===== src/rtl/pa_clic_int_recv_pkg.sv =====
// Shared definitions for the CLIC interrupt receiver: FSM encodings, ID width,
// vector-table geometry and the vector entry address helper.
package pa_clic_int_recv_pkg;

  localparam int PA_CLIC_ID_WIDTH = 12;

  localparam logic [31:0] VEC_ENTRY_BYTES = 32'd4;
  localparam logic [31:0] VEC_BASE_MASK   = 32'hFFFF_FFC0;

  localparam logic [2:0] ST_IDLE    = 3'd0;
  localparam logic [2:0] ST_PEND    = 3'd1;
  localparam logic [2:0] ST_ACK     = 3'd2;
  localparam logic [2:0] ST_VEC_REQ = 3'd3;
  localparam logic [2:0] ST_VEC_RSP = 3'd4;
  localparam logic [2:0] ST_WAIT    = 3'd5;

  // Table base is 64-byte aligned; entries are one word each.
  function automatic logic [31:0] vec_entry_addr(input logic [31:0] base,
                                                 input logic [31:0] idx);
    vec_entry_addr = (base & VEC_BASE_MASK) + (idx * VEC_ENTRY_BYTES);
  endfunction

endpackage


===== src/rtl/pa_clic_int_qual.sv =====
// Combinational qualifier: decides whether the CLIC request may interrupt
// the core given the current machine-mode interrupt state.
module pa_clic_int_qual (
  input  logic       req,
  input  logic       mode,
  input  logic       mie,
  input  logic [7:0] il,
  input  logic [7:0] mil,
  input  logic [7:0] thresh,
  output logic       qual
);

  assign qual = req & mode & mie & (il > mil) & (il > thresh);

endmodule


===== src/rtl/pa_clic_int_recv.sv =====
// Core-side CLIC interrupt receiver: qualifies the request, hands it to the IU,
// acks the CLIC on take and fetches the vector entry for hardware-vectored IDs.
module pa_clic_int_recv
  import pa_clic_int_recv_pkg::*;
#(
  parameter int ID_WIDTH = PA_CLIC_ID_WIDTH,
  parameter int ACK_LAT  = 2
) (
  input  logic                forever_cpuclk,
  input  logic                cpurst,
  input  logic                clic_cpu_int_req,
  input  logic [ID_WIDTH-1:0] clic_cpu_int_id,
  input  logic [7:0]          clic_cpu_int_il,
  input  logic                clic_cpu_int_mode,
  input  logic                clic_cpu_int_hv,
  input  logic                cp0_mie,
  input  logic [7:0]          cp0_mil,
  input  logic [7:0]          cp0_mintthresh,
  input  logic [31:0]         cp0_mtvt,
  output logic                recv_iu_int_vld,
  output logic [ID_WIDTH-1:0] recv_iu_int_id,
  output logic [7:0]          recv_iu_int_il,
  output logic                recv_iu_int_hv,
  input  logic                iu_recv_int_take,
  output logic                recv_clic_int_ack,
  output logic [ID_WIDTH-1:0] recv_clic_ack_id,
  output logic                recv_bus_req,
  output logic [31:0]         recv_bus_addr,
  input  logic                bus_recv_gnt,
  input  logic                bus_recv_rsp_vld,
  input  logic [31:0]         bus_recv_rsp_data,
  input  logic                bus_recv_rsp_err,
  output logic                recv_iu_pc_vld,
  output logic [31:0]         recv_iu_pc,
  output logic                recv_iu_pc_err,
  output logic                recv_busy
);

  localparam int CNT_W = (ACK_LAT > 1) ? $clog2(ACK_LAT) : 1;
  // The ACK cycle itself counts as the first cycle of the pending-clear wait.
  localparam logic [CNT_W-1:0] CNT_LOAD = CNT_W'(ACK_LAT - 1);

  logic [2:0]          state_q, state_d;
  logic [ID_WIDTH-1:0] id_q, id_d;
  logic [7:0]          il_q, il_d;
  logic                hv_q, hv_d;
  logic [31:0]         addr_q, addr_d;
  logic [CNT_W-1:0]    cnt_q, cnt_d;
  logic                pc_vld_q, pc_vld_d;
  logic [31:0]         pc_q, pc_d;
  logic                pc_err_q, pc_err_d;
  logic                qual_s;

  pa_clic_int_qual u_qual (
    .req    (clic_cpu_int_req),
    .mode   (clic_cpu_int_mode),
    .mie    (cp0_mie),
    .il     (clic_cpu_int_il),
    .mil    (cp0_mil),
    .thresh (cp0_mintthresh),
    .qual   (qual_s)
  );

  // Next-state and datapath for the receive / ack / vector-fetch sequence.
  always_comb begin
    state_d  = state_q;
    id_d     = id_q;
    il_d     = il_q;
    hv_d     = hv_q;
    addr_d   = addr_q;
    cnt_d    = (cnt_q == {CNT_W{1'b0}}) ? {CNT_W{1'b0}} : (cnt_q - {{(CNT_W-1){1'b0}}, 1'b1});
    pc_vld_d = 1'b0;
    pc_d     = pc_q;
    pc_err_d = pc_err_q;
    case (state_q)
      ST_IDLE: begin
        if (qual_s) begin
          id_d    = clic_cpu_int_id;
          il_d    = clic_cpu_int_il;
          hv_d    = clic_cpu_int_hv;
          state_d = ST_PEND;
        end else begin
          state_d = ST_IDLE;
        end
      end
      ST_PEND: begin
        // Take has priority over a withdrawn or switched request.
        if (iu_recv_int_take) begin
          state_d = ST_ACK;
        end else if (!qual_s || (clic_cpu_int_id != id_q)) begin
          state_d = ST_IDLE;
        end else begin
          state_d = ST_PEND;
        end
      end
      ST_ACK: begin
        cnt_d  = CNT_LOAD;
        addr_d = vec_entry_addr(cp0_mtvt, {{(32-ID_WIDTH){1'b0}}, id_q});
        if (hv_q) begin
          state_d = ST_VEC_REQ;
        end else begin
          state_d = ST_WAIT;
        end
      end
      ST_VEC_REQ: begin
        if (bus_recv_gnt) begin
          state_d = ST_VEC_RSP;
        end else begin
          state_d = ST_VEC_REQ;
        end
      end
      ST_VEC_RSP: begin
        if (bus_recv_rsp_vld) begin
          pc_vld_d = 1'b1;
          pc_d     = bus_recv_rsp_data & ~32'h0000_0001;
          pc_err_d = bus_recv_rsp_err;
          state_d  = ST_WAIT;
        end else begin
          state_d = ST_VEC_RSP;
        end
      end
      ST_WAIT: begin
        if (cnt_q == {CNT_W{1'b0}}) begin
          state_d = ST_IDLE;
        end else begin
          state_d = ST_WAIT;
        end
      end
      default: begin
        state_d = ST_IDLE;
      end
    endcase
  end

  // State and datapath registers.
  always_ff @(posedge forever_cpuclk or posedge cpurst) begin
    if (cpurst) begin
      state_q  <= ST_IDLE;
      id_q     <= {ID_WIDTH{1'b0}};
      il_q     <= 8'h00;
      hv_q     <= 1'b0;
      addr_q   <= 32'h0000_0000;
      cnt_q    <= {CNT_W{1'b0}};
      pc_vld_q <= 1'b0;
      pc_q     <= 32'h0000_0000;
      pc_err_q <= 1'b0;
    end else begin
      state_q  <= state_d;
      id_q     <= id_d;
      il_q     <= il_d;
      hv_q     <= hv_d;
      addr_q   <= addr_d;
      cnt_q    <= cnt_d;
      pc_vld_q <= pc_vld_d;
      pc_q     <= pc_d;
      pc_err_q <= pc_err_d;
    end
  end

  assign recv_iu_int_vld   = (state_q == ST_PEND);
  assign recv_iu_int_id    = id_q;
  assign recv_iu_int_il    = il_q;
  assign recv_iu_int_hv    = hv_q;
  assign recv_clic_int_ack = (state_q == ST_ACK);
  assign recv_clic_ack_id  = id_q;
  assign recv_bus_req      = (state_q == ST_VEC_REQ);
  assign recv_bus_addr     = addr_q;
  assign recv_iu_pc_vld    = pc_vld_q;
  assign recv_iu_pc        = pc_q;
  assign recv_iu_pc_err    = pc_err_q;
  assign recv_busy         = (state_q == ST_ACK) | (state_q == ST_VEC_REQ) |
                             (state_q == ST_VEC_RSP) | (state_q == ST_WAIT);

endmodule


===== config.mk =====
export PLATFORM = sky130hd
export DESIGN_NAME = pa_clic_int_recv
export DESIGN_NICKNAME = d
export VERILOG_FILES = /design/src/rtl/pa_clic_int_recv_pkg.sv /design/src/rtl/pa_clic_int_qual.sv /design/src/rtl/pa_clic_int_recv.sv
export SDC_FILE = /design/constraint.sdc
export NUM_CORES = 1
export LEC_CHECK = 0
export CORE_AREA = 4 4 92 94
export DETAILED_ROUTE_END_ITERATION = 8
export DIE_AREA = 0 0 96 98
export DONT_BUFFER_PORTS = 1
export GPL_ROUTABILITY_DRIVEN = 1
export HOLD_SLACK_MARGIN = 0.15
export PLACE_DENSITY = 0.82
export SLEW_MARGIN = 20
export SYNTH_ARGS = -nofsm -noshare
export SYNTH_HDL_FRONTEND = slang
export SYNTH_SLANG_ARGS = --single-unit

===== constraint.sdc =====
create_clock -name forever_cpuclk -period 3 [get_ports forever_cpuclk]
set_input_delay 0.3 -clock forever_cpuclk [delete_from_list [all_inputs] [get_ports forever_cpuclk]]
set_output_delay 0.3 -clock forever_cpuclk [all_outputs]
set_load 0.005 [all_outputs]

# Word-level counts from Yosys, hierarchy flattened

Index checks and enable logic that the tools add are counted.

Add/subtract/negate cells: 2
$mul: 0
Div/mod/pow operators: 0
$lt $le $gt $ge: 2
Equal/unequal tests: 6
Shift operators: 0
Muxes and demuxes: 12
Bitwise operators: 7
Reduce and logical (&&, ||, !) cells: 5

Operators with widths:

| kind                | count |
|---|---|
| $add 32x14->32      | 1 |
| $pmux 3 s6          | 1 |
| $gt 8x8->1          | 2 |
| $ne 12x12->1        | 1 |
| $mux 3              | 3 |
| $mux 1              | 7 |
| $eq 3x2->1 const B  | 2 |
| $eq 3x3->1 const B  | 2 |
| $and 1x1->1         | 4 |
| $reduce_and 2->1    | 2 |
| $eq 3x1->1 const B  | 1 |
| $logic_not 3->1     | 1 |
| $or 1x1->1          | 3 |
| $mux 2              | 1 |
| $logic_not 1->1     | 1 |
| $logic_or 1x1->1    | 1 |
| $sub 1x1->1 const B | 1 |

Register bits: 90
Bits in latches: 0
RAM bits: 0
Bits in read-only memories: 0
Input bits: 110
Output and inout port bits: 103
Word-level logic and storage cells: 43
Memories: 0

# Depth between registers and ports, before layout

Gate-level depths: netlist of run 1.

Depth after elaboration: 9
Mapped depth: 9

# Modules after synthesis

A second synthesis of run 1 with hierarchy kept.

Cell total of the unflattened synthesis: 428
Area, all modules: 4660.7 um^2

Modules (own cells, without submodules):

| module           | times used | cells each | area an instance (um^2) |
|---|---|---|---|
| pa_clic_int_recv | 1          | 373        | 4260.3 |
| pa_clic_int_qual | 1          | 55         | 400.4 |

# Least setup slack after synthesis of run 1

Ideal clock, no wire load.

Kind: flip-flop to flip-flop
From: reg id_q[4] (netlist: recv_clic_ack_id[4])
To: reg addr_q[18] (netlist: recv_bus_addr[18])
Arrival time: 2218 ps
Required time: 2918 ps
Path slack: 700 ps
Cell stages (with the launch flop): 10
Path buffers: 0
Clock period less this slack: 2300 ps
Cells stage by stage: dfrtp_1 ha_1 inv_1 fa_1 and2b_1 o21ai_2 a21oi_4 o21ai_2 or4_1 a31oi_1

Cells in the longest elaborated chain, start to end: 1

RTL lines:

| item                     | RTL line                   | text |
|---|---|---|
| start: declaration       | pa_clic_int_recv.sv:44     | `logic [ID_WIDTH-1:0] id_q, id_d;` |
| start signal: assignment | pa_clic_int_recv.sv:139    | `id_q <= {ID_WIDTH{1'b0}};` |
| start signal: assignment | pa_clic_int_recv.sv:149    | `id_q <= id_d;` |
| $add 32x14->32           | pa_clic_int_recv_pkg.sv:20 | `vec_entry_addr = (base & VEC_BASE_MASK) + (idx * VEC_ENTRY_BYTES);` |
| end signal: assignment   | pa_clic_int_recv.sv:152    | `addr_q <= addr_d;` |
| end: declaration         | pa_clic_int_recv.sv:47     | `logic [31:0] addr_q, addr_d;` |

Every way passes these cells.
A chain may end at the register's enable or synchronous reset.

# Final worst setup path of run 1

From: reg state_q[2]
To: reg id_q[11] (netlist: recv_clic_ack_id[11])

Cells in the longest elaborated chain, start to end: 2

RTL lines:

| item                       | RTL line                | text |
|---|---|---|
| start: declaration         | pa_clic_int_recv.sv:43  | `logic [2:0] state_q, state_d;` |
| start signal: assignment   | pa_clic_int_recv.sv:148 | `state_q <= state_d;` |
| $logic_not 3->1            | pa_clic_int_recv.sv:75  | `case (state_q)` |
| $reduce_and 2->1 (no line) | n/a                     |  |

Every way passes these cells.

==> out/metrics.cfg, run 1 <==
[run_status]
outcome=completed

[synth]
synth_ff_type=dfrtp_1
yosysSeqAreaShare_pct=45.5
avgSynthCellArea_um2=10.9
syn_inst=444
yosys_warnings=0
syn_area_um2=4840
synth_edf_count=0
yosys_register_bits=88
synthArstFlopShare_pct=100
synth_cell_type_count=57

[sta]
period_share_pct=93.0
final-hold-violation-count=0
rsz0062_at_grt=false
skew_ns=0.0134
max_freq_mhz=358
slew_viol_final=0
fin_setup_tns_ns=0
slew_headroom_pct=31.9
setup_viol=0
period_needed_ns=2.79
worst_slew_pin_slew_ns=1.02

[grt]
grt_most_used_layer=met2
track_usage_pct=28.1
grt_max_degree=89
grt_pass1_vias=3916
grt_pass1_wl_mm=20.4
met2_usage_pct=49.4
met1_usage_pct=31.8
use_met3_pct=8.55
grt_antenna_before_repair=0
overflow=0

[floorplanning]
start_util_pct=63.3
design.die.area_um2=9410
die_y_um=98
ios=213
core-area_um2=7650
rows=32
dieWidth_um=96

[power_and_ir_drop]
power_mw=4.83
seqPwrFrac_pct=48.0
p_int_mw=2.99
vdd_drop_max_mv=0.475
p_sw_mw=1.84
pwr-share-comb_pct=33.9
p_leak_nw=2.59
power_density_nw_per_um2=839
pwr-share-clk_pct=18.0
p_sw_share_pct=38.0

[worst_setup_path]
critPathRequiredTime_ns=3.22
cp_data_arrival_time_ns=3.02
path_class=reg2reg
critPathMaxFanout=11
crit_path_start_kind=flip-flop
worst_setup_path_end_kind=flip-flop

[route]
drtIter0Drc=139
wl_per_cell_um=21.3
ant_nets=0
via_count=3644
wl_mm=13.0
drt_drc_violations_left=0
vias_per_cell=5.96
dr.pass1.iters=4

[cts]
cts_htree_levels=3
cts_made_buffers=9
cts_num_sinks=88
postCtsSetupBuffers=0
cts.reportedPaths.clkPinSlew_ns=0.10
cts.path.max_buffers=2
clockRootBuffer=clkbuf_8
cts_tree=yes
ctsResizeCount=0
clock_latency_ns=0.34

[worst_hold_path]
hold_path.class=in2reg

[run]
maxCapViolations=0

[layout]
layout.cells.most_common=dfrtp_1
drive_gt1_share_pct=18.5
layout_common_cells=dfrtp_1 (88), dlygate4sd3_1 (67), nand2_1 (49), mux2_2 (32), inv_1 (27)
synthToLayoutAreaGrowth_pct=19.0
layout.nets=639
diodes=0

[placement]
dpl.hpwl_mm=8.84
io_buffer_count=0
gp_congestion=0.792

-- power by group through the flow --
stage               clock network, mW  logic [mW]  registers (mW)
floorplan                           0        1.32            2.14
global placement                    0        1.45            2.29
detailed placement                  0        1.54            2.33
CTS                             0.886        1.62            2.31
global route                    0.947        1.81            2.40
finish                          0.870        1.64            2.32
-- cell families (layout without fill, tap and decap cells) --
logic type	Yosys count	after routing	synth area share [%]
AND/OR/NAND/NOR	106	106	11.6
buffers and inverters	57	120	6.00
XOR/XNOR	32	32	5.79
AO/OA/AOI/OAI	81	81	10.3
multiplexers	54	54	14.1
other	1	3	0.0775
adder cells (fa/ha/maj)	25	25	6.62
flip-flops	88	88	45.5
-- critical path: stages, from the launching register on --
cell and delay [ns]:
dfrtp_1 0.47, nand4b_1 0.22, a21oi_1 0.14, o311ai_1 0.18, nor4b_4 0.92, buf_4 0.39, mux2_1 0.35
-- worst paths after layout --
path,start,slack (ns),cells after the start,endpoint
worst max-delay path,state_q[2],0.21,6,recv_clic_ack_id[11]
worst min-delay path,cp0_mtvt[15],0.17,2,recv_bus_addr[15]
worst max register to register,state_q[2],0.21,6,recv_clic_ack_id[11]
worst min register to register,recv_bus_addr[30],0.53,2,recv_bus_addr[30]
max in group asynchronous,cpurst,2.11,3,recv_bus_addr[22]
min in group asynchronous,cpurst,0.49,3,recv_bus_addr[8]
-- final cells by class --
| class | instances | area, um^2 |
|---|---|---|
| inverter | 29 | 110 |
| timing repair buffer | 75 | 743 |
| tap | 102 | 128 |
| fill | 500 | 1890 |
| multi-input combinational | 301 | 2360 |
| sequential | 88 | 2200 |
| clock inverter | 6 | 75.1 |
| clock buffer | 10 | 138 |
-- repair_timing --
action	in CTS	in global routing
setup endpoints to repair	0	0
hold endpoints to repair	154	0
hold buffers	67	0
-- state kept, by name (all words and copies together) (netlist names) --
signal	flops
cnt_q	1
recv_bus_addr	30
recv_clic_ack_id	12
recv_iu_int_hv	1
recv_iu_int_il	8
recv_iu_pc	31
recv_iu_pc_err	1
recv_iu_pc_vld	1
state_q	3
-- per-layer routing --
layer	wire (um)	up-vias
li1	-	1650
met1	4740	1765
met2	6730	201
met3	1290	28
met4	272	0
met5	0	-
-- cell usage after synthesis (all sizes together) (2+ instances only) --
master   count  area share [%]
a21o         2            0.31
o2111ai      5            0.91
o21ai       42             4.5
xnor2       12             2.2
nand2       49             3.8
or4          2            0.31
ha          24             6.2
o31ai        2            0.31
nor4         3            0.52
clkbuf       5            0.39
and4         3            0.57
nand4        4            0.52
mux2        53              14
inv         28             2.2
o211ai       3            0.57
nand2b       7            0.91
a21oi       15             1.8
nand3        6            0.98
dfrtp       88              46
and3         5            0.80
buf         23             3.4
or3          3            0.39
nor2        16             1.2
a31oi        6            0.78
xor2        20             3.6
nor3         3            0.52
-- per-stage QoR --
step / hold WS [ns] / cells / util, % / area [um^2] / setup WS, ns
2_1_floorplan: 0.435 / 446 / - / 4850 / 0.421
3_3_place_gp: 0.311 / 528 / 63.7 / 4870 / 0.168
3_5_place_dp: 0.325 / 528 / 63.7 / 4870 / 0.128
4_1_cts: 0.154 / 611 / 75.3 / 5760 / 0.227
5_1_grt: 0.151 / 611 / 75.3 / 5760 / 0.0884
6_report: 0.166 / 611 / 75.3 / 5760 / 0.209
Power figures use the tool's default switching activity.
==> run 2, diff against run 1 <==
Settings changed: CORE_AREA 4 4 92 94 to 3 3 91 93, DIE_AREA 0 0 96 98 to 0 0 94 96.
==> run 2 against run 1 <==
Effect of this change: sequential cell count is the same; sequential power is essentially flat; highest routed layer unchanged; fmax grew 1.5%; worst setup slack gained 0.041 ns; wire length shrank 5.4%; global-route usage shrank 1.3 points; critical path type unchanged.
==> out/metrics.cfg, run 2 (synthesized netlist as in run 1, its figures left out) <==
[run_status]
outcome=completed  ; unchanged

[worst_setup_path]
slowest_delay_ns=0.89  ; was 0.92 ns
worst_path_max_delay_cell=nor4b_4  ; unchanged
crit_family=simple AND/OR/NAND/NOR gates  ; unchanged
reg2reg_depth=6  ; unchanged
reg2reg_from=state_q[2]  ; unchanged
critPathMaxFanout=11  ; unchanged
worst_setup_path_end_kind=flip-flop  ; unchanged
critPathRequiredTime_ns=3.25  ; was 3.22 ns
worst-path-buf-inv=1  ; unchanged
cp_cell_sequence=nand4b_1 > a21oi_1 > o311ai_1 > nor4b_4 > buf_4 > mux2_4  ; was nand4b_1 > a21oi_1 > o311ai_1 > nor4b_4 > buf_4 > mux2_1
r2r_setup_slack_ns=0.25  ; was 0.21 ns
crit_path_start_kind=flip-flop  ; unchanged
reg2reg_to=recv_clic_ack_id[3]  ; was recv_clic_ack_id[11]
path_class=reg2reg  ; unchanged
cp_data_arrival_time_ns=3.00  ; was 3.02 ns

[sta]
setup_slack_ns=0.250  ; was 0.209 ns
skew_ns=0.0152  ; was 0.0134 ns
slew_headroom_pct=34.5  ; was 31.9%
final-hold-violation-count=0  ; unchanged
period_needed_ns=2.75  ; was 2.79 ns
rsz0062_at_grt=false  ; unchanged
worst_slew_pin_slew_ns=0.979  ; was 1.02 ns
setup_viol=0  ; unchanged
period_share_pct=91.7  ; was 93.0%
max_freq_mhz=364  ; was 358 MHz
fin_setup_tns_ns=0  ; unchanged
slew_viol_final=0  ; unchanged

[floorplanning]
core-area_um2=7610  ; was 7650 um^2
ios=213  ; unchanged
design.die.area_um2=9020  ; was 9410 um^2
start_util_pct=63.6  ; was 63.3%
dieWidth_um=94  ; was 96 um
rows=32  ; unchanged
die_y_um=96  ; was 98 um

[cts]
cts_made_buffers=9  ; unchanged
cts_tree=yes  ; unchanged
clockRootBuffer=clkbuf_8  ; unchanged
cts_htree_levels=3  ; unchanged
cts.path.max_buffers=2  ; unchanged
cts.reportedPaths.clkPinSlew_ns=0.10  ; about the same
ctsResizeCount=0  ; unchanged
clock_latency_ns=0.35  ; was 0.34 ns
cts_num_sinks=88  ; unchanged

[route]
ant_nets=0  ; unchanged
wl_per_cell_um=20.2  ; was 21.3 um
wl_mm=12.3  ; was 13.0 mm
dr.pass1.iters=4  ; unchanged
drtIter0Drc=141  ; was 139
vias_per_cell=5.75  ; was 5.96
via_count=3516  ; was 3644
drt_drc_violations_left=0  ; unchanged

[power_and_ir_drop]
power_density_nw_per_um2=820  ; was 839 nW/um^2
p_leak_nw=2.57  ; was 2.59 nW
pwr-share-clk_pct=16.5  ; was 18.0%
seqPwrFrac_pct=49.2  ; was 48.0%
p_sw_mw=1.81  ; was 1.84 mW
pwr-share-comb_pct=34.3  ; was 33.9%
power_mw=4.70  ; was 4.83 mW
vdd_drop_max_mv=0.389  ; was 0.475 mV
p_int_mw=2.89  ; was 2.99 mW
p_sw_share_pct=38.5  ; was 38.0%

[grt]
grt_pass1_vias=3617  ; was 3916
grt_antenna_before_repair=0  ; unchanged
grt_max_degree=89  ; unchanged
grt_pass1_wl_mm=18.4  ; was 20.4 mm
track_usage_pct=26.9  ; was 28.1%
overflow=0  ; unchanged

[layout]
nFillCells=501  ; was 500
synthToLayoutAreaGrowth_pct=18.4  ; was 19.0%
layout.nets=639  ; unchanged
multiInputGateArea_um2=2360  ; unchanged
fin_area_um2=5730  ; was 5760 um^2
diodes=0  ; unchanged
drive_gt1_share_pct=18.5  ; unchanged
final_util_pct=75.3  ; about the same
regArea_um2=2200  ; unchanged
layout.cells.most_common=dfrtp_1  ; unchanged
layout_common_cells=dfrtp_1 (88), dlygate4sd3_1 (67), nand2_1 (49), mux2_2 (32), inv_1 (27)  ; unchanged
largest_reg_flops=31  ; unchanged

[worst_hold_path]
hold_path.class=in2reg  ; unchanged
min_delay_path_depth=2  ; unchanged
worstHoldEndpoint=recv_bus_addr[30]  ; was recv_bus_addr[15]
min_from=cp0_mtvt[30]  ; was cp0_mtvt[15]

[placement]
io_buffer_count=0  ; unchanged
dpl.hpwl_mm=8.41  ; was 8.84 mm
pre_cts_ws_ns=0.104  ; was 0.128 ns
gp_congestion=0.829  ; was 0.792
detailed_place.area_um2=4870  ; unchanged

[run]
maxCapViolations=0  ; unchanged

run 2: stage by stage:
stage | hold slack, ns | std cells
global route | 0.161 | 611
finish | 0.166 | 611
global placement | 0.312 | 528
floorplan | 0.435 | 446
detailed placement | 0.327 | 528
CTS | 0.153 | 611
run 2: metal layers:
metal,wire [um],global-route usage (%),share of wire [%],vias to the layer above
li1,-,-,-,1651
met5,0,0,0,-
met3,1200,9.07,9.7,29
met4,293,11.1,2.4,0
met1,4730,31.2,38,1659
met2,6110,45.8,50,177
run 2: worst max-delay path by stage:
stage | start | endpoint | depth (start not counted) | slack (ns)
floorplan | cpurst | cnt_q | 1 | 0.42
global placement | cp0_mil[3] | recv_iu_int_il[3] | 8 | 0.20
detailed placement | cp0_mil[3] | recv_clic_ack_id[3] | 8 | 0.10
CTS | state_q[2] | recv_clic_ack_id[3] | 6 | 0.26
global route | state_q[2] | recv_clic_ack_id[5] | 6 | 0.07
finish | state_q[2] | recv_clic_ack_id[3] | 6 | 0.25
run 2: cell type report:
class	instances	area share (%)
Clock buffer	9	2.16
Sequential cell	88	38.4
Timing Repair Buffer	75	13.0
Inverter	29	1.92
Tap cell	102	2.23
Multi-Input combinational cell	301	41.2
Clock inverter	7	1.05
run 2: what timing repair did:
| action | in CTS | in global routing |
|---|---|---|
| buffers inserted | 0 | 0 |
| hold endpoints to repair | 154 | 0 |
| hold buffers | 67 | 0 |
run 2: power groups by stage:
stage | registers (mW) | logic (mW) | clock network [mW]
2_1_floorplan | 2.14 | 1.32 | 0
3_3_place_gp | 2.29 | 1.44 | 0
3_5_place_dp | 2.32 | 1.51 | 0
4_1_cts | 2.30 | 1.59 | 0.797
5_1_grt | 2.39 | 1.79 | 0.849
6_report | 2.31 | 1.61 | 0.777
